**src/rtl/mul_div_ctrl_if.sv**
```systemverilog
// Execute-stage handshake between the pipeline and the HI/LO multiply/divide sequencer.
interface mul_div_ctrl_if #(
  parameter int WIDTH = 32
);
  logic                 startE;
  logic [1:0]           opE;
  logic [WIDTH-1:0]     srcaE;
  logic [WIDTH-1:0]     srcbE;
  logic                 cancelE;
  logic                 mut_div_stallE;
  logic                 result_valid;
  logic [2*WIDTH-1:0]   hilo_out;
  logic                 busy;

  modport master (
    output startE, opE, srcaE, srcbE, cancelE,
    input  mut_div_stallE, result_valid, hilo_out, busy
  );

  modport slave (
    input  startE, opE, srcaE, srcbE, cancelE,
    output mut_div_stallE, result_valid, hilo_out, busy
  );
endinterface

```
**src/rtl/mul_div_ctrl.sv**
```systemverilog
// HI/LO sequencer: counted-latency multiplier, iterative restoring divider and the
// control FSM that stalls F/D/E until the result can leave the execute stage.
module mul_div_ctrl #(
  parameter int WIDTH   = 32,
  parameter int MUL_LAT = 2
) (
  input logic           clk,
  input logic           rst,
  mul_div_ctrl_if.slave bus
);

  typedef enum logic [1:0] {IDLE, MUL, DIV, DONE} state_t;

  localparam int CNT_W = (WIDTH > 16) ? $clog2(WIDTH) : 4;

  state_t             r_state;
  logic [CNT_W-1:0]   r_cnt;
  logic               r_signed;
  logic [WIDTH-1:0]   r_srca;
  logic [WIDTH-1:0]   r_srcb;
  logic [WIDTH-1:0]   r_quo;
  logic [WIDTH-1:0]   r_rem;
  logic [WIDTH-1:0]   r_dvs;
  logic               r_negQ;
  logic               r_negR;
  logic [2*WIDTH-1:0] r_hilo;
  logic               r_valid;
  logic               r_busy;

  logic               w_issue;
  logic               w_inSigned;
  logic [WIDTH-1:0]   w_absA;
  logic [WIDTH-1:0]   w_absB;
  logic [2*WIDTH-1:0] w_extA;
  logic [2*WIDTH-1:0] w_extB;
  logic [2*WIDTH-1:0] w_prod;
  logic [WIDTH:0]     w_shift;
  logic               w_ge;
  logic [WIDTH-1:0]   w_diff;
  logic [WIDTH-1:0]   w_remNext;
  logic [WIDTH-1:0]   w_quoNext;
  logic [WIDTH-1:0]   w_quoFix;
  logic [WIDTH-1:0]   w_remFix;

  assign w_issue    = (r_state == IDLE) & bus.startE & ~bus.cancelE;
  assign w_inSigned = ~bus.opE[0];
  assign w_absA     = (w_inSigned & bus.srcaE[WIDTH-1]) ? -bus.srcaE : bus.srcaE;
  assign w_absB     = (w_inSigned & bus.srcbE[WIDTH-1]) ? -bus.srcbE : bus.srcbE;

  // Sign-extending to 2*WIDTH makes the truncated unsigned product equal the signed one.
  assign w_extA = {{WIDTH{r_signed & r_srca[WIDTH-1]}}, r_srca};
  assign w_extB = {{WIDTH{r_signed & r_srcb[WIDTH-1]}}, r_srcb};
  assign w_prod = w_extA * w_extB;

  // One restoring step: shift the next dividend bit into the partial remainder.
  assign w_shift   = {r_rem, r_quo[WIDTH-1]};
  assign w_ge      = w_shift >= {1'b0, r_dvs};
  assign w_diff    = w_shift[WIDTH-1:0] - r_dvs;
  assign w_remNext = w_ge ? w_diff : w_shift[WIDTH-1:0];
  assign w_quoNext = {r_quo[WIDTH-2:0], w_ge};
  assign w_quoFix  = r_negQ ? -w_quoNext : w_quoNext;
  assign w_remFix  = r_negR ? -w_remNext : w_remNext;

  assign bus.mut_div_stallE = w_issue | (r_state == MUL) | (r_state == DIV);
  assign bus.result_valid   = r_valid;
  assign bus.hilo_out       = r_hilo;
  assign bus.busy           = r_busy;

  always_ff @(posedge clk) begin
    if (rst) begin
      r_state  <= IDLE;
      r_cnt    <= '0;
      r_signed <= 1'b0;
      r_srca   <= '0;
      r_srcb   <= '0;
      r_quo    <= '0;
      r_rem    <= '0;
      r_dvs    <= '0;
      r_negQ   <= 1'b0;
      r_negR   <= 1'b0;
      r_hilo   <= '0;
      r_valid  <= 1'b0;
      r_busy   <= 1'b0;
    end else begin
      case (r_state)
        IDLE: begin
          if (w_issue) begin
            r_signed <= w_inSigned;
            r_srca   <= bus.srcaE;
            r_srcb   <= bus.srcbE;
            r_cnt    <= '0;
            r_quo    <= w_absA;
            r_rem    <= '0;
            r_dvs    <= w_absB;
            r_negQ   <= w_inSigned & (bus.srcaE[WIDTH-1] ^ bus.srcbE[WIDTH-1]);
            r_negR   <= w_inSigned & bus.srcaE[WIDTH-1];
            r_busy   <= 1'b1;
            if (!bus.opE[1]) begin
              r_state <= MUL;
            end else if (bus.srcbE == '0) begin
              r_hilo  <= {bus.srcaE, {WIDTH{1'b1}}};
              r_valid <= 1'b1;
              r_state <= DONE;
            end else begin
              r_state <= DIV;
            end
          end
        end
        MUL: begin
          r_cnt <= r_cnt + 1'b1;
          if (bus.cancelE) begin
            r_state <= IDLE;
            r_busy  <= 1'b0;
          end else if (r_cnt == CNT_W'(MUL_LAT - 1)) begin
            r_hilo  <= w_prod;
            r_valid <= 1'b1;
            r_state <= DONE;
          end
        end
        DIV: begin
          r_cnt <= r_cnt + 1'b1;
          r_rem <= w_remNext;
          r_quo <= w_quoNext;
          if (bus.cancelE) begin
            r_state <= IDLE;
            r_busy  <= 1'b0;
          end else if (r_cnt == CNT_W'(WIDTH - 1)) begin
            r_hilo  <= {w_remFix, w_quoFix};
            r_valid <= 1'b1;
            r_state <= DONE;
          end
        end
        DONE: begin
          r_valid <= 1'b0;
          r_busy  <= 1'b0;
          r_state <= IDLE;
        end
        default: begin
          r_state <= IDLE;
          r_busy  <= 1'b0;
          r_valid <= 1'b0;
        end
      endcase
    end
  end

endmodule

```
**src/flat_wrapper.sv**
```systemverilog
// flat-port wrapper written by rule: the top's interface ports become plain ports
module mul_div_ctrl_flat 
#(
  parameter int WIDTH   = 32,
  parameter int MUL_LAT = 2
)
  (clk, rst, bus_startE, bus_opE, bus_srcaE, bus_srcbE, bus_cancelE, bus_mut_div_stallE, bus_result_valid, bus_hilo_out, bus_busy);
  mul_div_ctrl_if #(.WIDTH(WIDTH)) bus_i ();
  input logic clk;
  input logic rst;
  input wire logic [$bits(bus_i.startE)-1:0] bus_startE;
  input wire logic [$bits(bus_i.opE)-1:0] bus_opE;
  input wire logic [$bits(bus_i.srcaE)-1:0] bus_srcaE;
  input wire logic [$bits(bus_i.srcbE)-1:0] bus_srcbE;
  input wire logic [$bits(bus_i.cancelE)-1:0] bus_cancelE;
  output wire logic [$bits(bus_i.mut_div_stallE)-1:0] bus_mut_div_stallE;
  output wire logic [$bits(bus_i.result_valid)-1:0] bus_result_valid;
  output wire logic [$bits(bus_i.hilo_out)-1:0] bus_hilo_out;
  output wire logic [$bits(bus_i.busy)-1:0] bus_busy;
  assign bus_i.startE = bus_startE;
  assign bus_i.opE = bus_opE;
  assign bus_i.srcaE = bus_srcaE;
  assign bus_i.srcbE = bus_srcbE;
  assign bus_i.cancelE = bus_cancelE;
  assign bus_mut_div_stallE = bus_i.mut_div_stallE;
  assign bus_result_valid = bus_i.result_valid;
  assign bus_hilo_out = bus_i.hilo_out;
  assign bus_busy = bus_i.busy;
  mul_div_ctrl #(.WIDTH(WIDTH), .MUL_LAT(MUL_LAT)) u_core (.clk(clk), .rst(rst), .bus(bus_i));
endmodule
```
**config.mk**
```make
export PLATFORM = sky130hd
export DESIGN_NAME = mul_div_ctrl_flat
export DESIGN_NICKNAME = d
export VERILOG_FILES = /design/src/rtl/mul_div_ctrl_if.sv /design/src/rtl/mul_div_ctrl.sv /design/src/flat_wrapper.sv
export SDC_FILE = /design/constraint.sdc
export NUM_CORES = 2
export LEC_CHECK = 0
export BUFFER_PORTS_ARGS = -buffer_cell sky130_fd_sc_hd__buf_4
export CORE_UTILIZATION = 48
export DETAILED_ROUTE_END_ITERATION = 12
export GPL_TIMING_DRIVEN = 0
export PLACE_DENSITY = 0.67
export SETUP_SLACK_MARGIN = 0.15
export SYNTH_ARGS = -nofsm -noshare
export SYNTH_HDL_FRONTEND = slang
export SYNTH_SLANG_ARGS = --single-unit
```
**constraint.sdc**
```tcl
create_clock -name clk -period 9.1 [get_ports clk]
set_input_delay 1.82 -clock clk [delete_from_list [all_inputs] [get_ports clk]]
set_output_delay 1.82 -clock clk [all_outputs]
set_load 0.01 [all_outputs]
```
==> metrics.md <==
| Metric | Value |
|---|---|
| Most common cell after layout, fill and taps aside | inv_1 |
| Synth top area share | 0.429 |
| Final Hold Viols | 0 |
| Worst Path Arrival | 9.32 ns |
| Global route overflow | 0 |
| Final antenna-violating net count | 0 |
| Worst path slowest cell | clkbuf_1 |
| Initial antenna violation count | 9 |
| Post-route minimum period | 8.82 ns |
| Cell variety after synth | 95 |
| Die ar. | 111000 um^2 |
| Clk slew on worst S/H paths | 0.07 ns |
| TritonCTS Sinks | 235 |
| Switching share of power | 0.539 |
| First drt pass iteration count | 6 |
| Post-synthesis cell area | 52600 um^2 |
| Critical Path RT | 9.60 ns |
| Die height | 333 um |
| #FFs+latches synth | 235 |
| Synth Area in Simple Gates | 0.173 |
| Final Core Density | 0.525 |
| Rel. slew slack | 0.160 |
| Instance count of the mapped netlist | 6163 |
| First-pass GRT wire length | 293 mm |
| Logic pwr share | 0.630 |
| Area of the multi-input gates | 42200 um^2 |
| Via density | 5.73 |
| IO Port Bufs | 133 |
| Nets | 7793 |
| Fillers | 10300 |
| Share of cells above drive strength 1 | 0.0794 |
| Clk buf depth | 3 |
| Register Area | 4770 um^2 |
| Largest area contributor in the netlist | fa_1 |
| Worst-path fanout max | 10 |
| Worst slew pin tran | 1.26 ns |
| Routed Wire Length | 196 mm |
| Boundary Pins | 137 |
| Post-Syn Area per Cell | 8.53 um^2 |
| DRC | 0 |
| Fmax | 113 MHz |
| Ys flop type | dfxtp_1 |
| Hold Crit Class | flop to flop |
| HPWL after detailed placement | 164 mm |
| Pint | 0.00327 W |
| Via count | 44700 |
| Hold Buf Count CTS | 0 |
| Peak VDD IR | 0.137 mV |
| Cell repeated most along the worst path | fa_1 |
| Crit Path Class | flop to flop |
| Clock power share | 0.174 |
| Core region area | 109000 um^2 |
| Final Cycle Share | 0.969 |
| Leakage power | 26.9 nW |
| Synth Area in Compound Gates | 0.0958 |
| Sequential area share after synthesis | 0.0895 |
| Syn_nets | 7615 |
| Clock latency on the worst-skew pair | 0.60 ns |
| Placer congestion estimate | 1.02 |
| Slew Viols, Final | 0 |
| Post-Synth XOR/XNOR Area | 0.0350 |
| Total GRT Usage | 0.356 |
| Status | completed |
| Synth top area cells | fa_1 43%, dfxtp_1 8.9%, inv_1 8.4% |
| Setup Skew | 0.0343 ns |
| Crit path capture type | flop |
| Most frequent cells in the layout | 1172 x inv_1, 1118 x fa_1, 1015 x nand2_1 |
| RSZ-0062 raised after global routing | true |
| Buffers & Inverters on Critical Path | 5 |
| Asr flop ratio synth | 0 |
| CTS Buf Count | 27 |
| # rows | 121 |
| MaxCap Viol Count | 0 |
| Sequential group share of total power | 0.196 |
| Mux share of post-synthesis cell area | 0.00540 |
| NetSw | 0.00382 W |
| Area Growth Syn to Fin | 8.53% |
| WHS | 0.454 ns |
| Routed WL per cell | 25.1 um |
| Root buffer cell | clkbuf_16 |
| Crit path cell chain | clkbuf_1, clkbuf_1, nand2_1, fa_1, inv_1, fa_1, fa_1, fa_1, fa_1, fa_1, fa_1, inv_1, fa_1, inv_1, ha_1, and3_1, nand2_1, a311oi_2, o41ai_4, o31a_1, o21a_1, o41ai_2, a211oi_1, a221oi_2 |
| CP startpoint kind | flop |
| Power per cell area | 124 nW/um^2 |
| Largest net degree at the start of global routing | 25 |
| Post-Synth Adder-Cell Area | 0.490 |
| Setup-failing EPs final | 0 |
| Largest family of logic cells by synthesized area | adder cells |
| Die Span X | 333 um |
| H-tree depth | 1 |
| Initial Utilization | 0.484 |
| CTS tree | done |
| DRT iter0 DRCs | 4257 |
| Delay-heaviest family, CP | adder cells |
| Warnings, synthesis | 0 |
| Worst path max stage delay | 0.75 ns |
| Vias in the first global route | 45600 |
| EDFF count, synth | 0 |
flip-flops by register name (all words and copies together), names as in the netlist, 2 cells and up:
register / cells
u_core.r_cnt: 5
u_core.r_srcb: 31
u_core.r_rem: 32
u_core.r_quo: 32
u_core.r_state: 2
u_core.r_srca: 32
u_core.bus.hilo_out: 64
u_core.r_dvs: 32
stage by stage:
step,TNS [ns],total power [W],instance area [um^2],setup WS (ns),std cells
3_5_place_dp,-16.20,0.00566,55400,-1.08,7711
5_1_grt,0,0.00742,57000,0.0899,7778
2_1_floorplan,0,0.00399,52600,0.935,6163
3_3_place_gp,-28.42,0.00563,55300,-1.82,7710
6_report,0,0.00710,57100,0.279,7787
4_1_cts,0,0.00693,56700,0.149,7766
cells in the mapped netlist (all sizes together), types with 18 or more instances:
master  count
a211oi     46
a21o       53
a21oi     312
a221oi     53
a22oi      19
a311oi     23
and2      355
and3       32
buf        40
clkbuf    333
dfxtp     235
fa       1126
ha        256
inv      1182
mux2i      25
nand2    1018
nand2b     20
nand3      41
nand4      21
nor2      321
nor2b      18
nor3       70
nor4       20
o21ai      99
o31ai      30
or3        27
xnor2     147
xor2       63
path summary, 6_finish.rpt:
kind,startpoint,endpoint,slack (ns),cells after the start
hold / removal,u_core.r_dvs[31],u_core.r_dvs[31],0.45,2
setup reg to reg,u_core.r_srcb[26],u_core.bus.hilo_out[63],0.28,24
setup / recovery,u_core.r_srcb[26],u_core.bus.hilo_out[63],0.28,24
hold reg to reg,u_core.r_dvs[31],u_core.r_dvs[31],0.45,2
what timing repair did:
item	in CTS	in global routing
buffers inserted	6	9
endpoints found under the setup margin	31	23
pin swaps	4	12
gates resized for setup	173	244
worst register-to-register path, delay by kind of cell (launching register included):
family,cells,cell delay [ns]
AO/OA/AOI/OAI,7,1.90
adder cells (fa/ha/maj),9,4.59
buffers and inverters,5,1.33
flip-flops,1,0.30
AND/OR/NAND/NOR,3,0.61
area by class of cell:
class / instances / share of cell area
sequential: 235 / 0.0836
inverter: 1182 / 0.0781
tap: 1414 / 0.0310
clock inverter: 15 / 0.00414
timing repair buffer: 149 / 0.0197
buffer: 373 / 0.0313
antenna: 12 / 0.000526
clock buffer: 34 / 0.0130
multi-input combinational: 4373 / 0.739
power groups by stage:
stage                     logic [W]  clock network [W]  registers [W]
after global placement      0.00424                  0        0.00139
after CTS                   0.00432            0.00124        0.00137
after global routing        0.00475            0.00127        0.00140
after detailed placement    0.00427                  0        0.00139
final                       0.00447            0.00124        0.00139
after floorplan             0.00268                  0        0.00131
per-layer routing:
| layer | vias to the layer above | track usage | routed length (um) |
|---|---|---|---|
| met5 | - | 0 | 51 |
| met4 | 8 | 0.201 | 14000 |
| met3 | 566 | 0.0814 | 20100 |
| met2 | 2347 | 0.550 | 86300 |
| met1 | 22500 | 0.462 | 75400 |
| li1 | 19200 | - | - |
logic make-up (layout without fill, tap and decap cells):
family	after synthesis	count (layout)
other	0	12
AO/OA/AOI/OAI	759	759
buffers and inverters	1555	1753
XOR/XNOR	210	210
adder cells (fa/ha/maj)	1382	1382
flip-flops	235	235
multiplexers	28	28
AND/OR/NAND/NOR	1994	1994
Power figures use the tool's default switching activity.
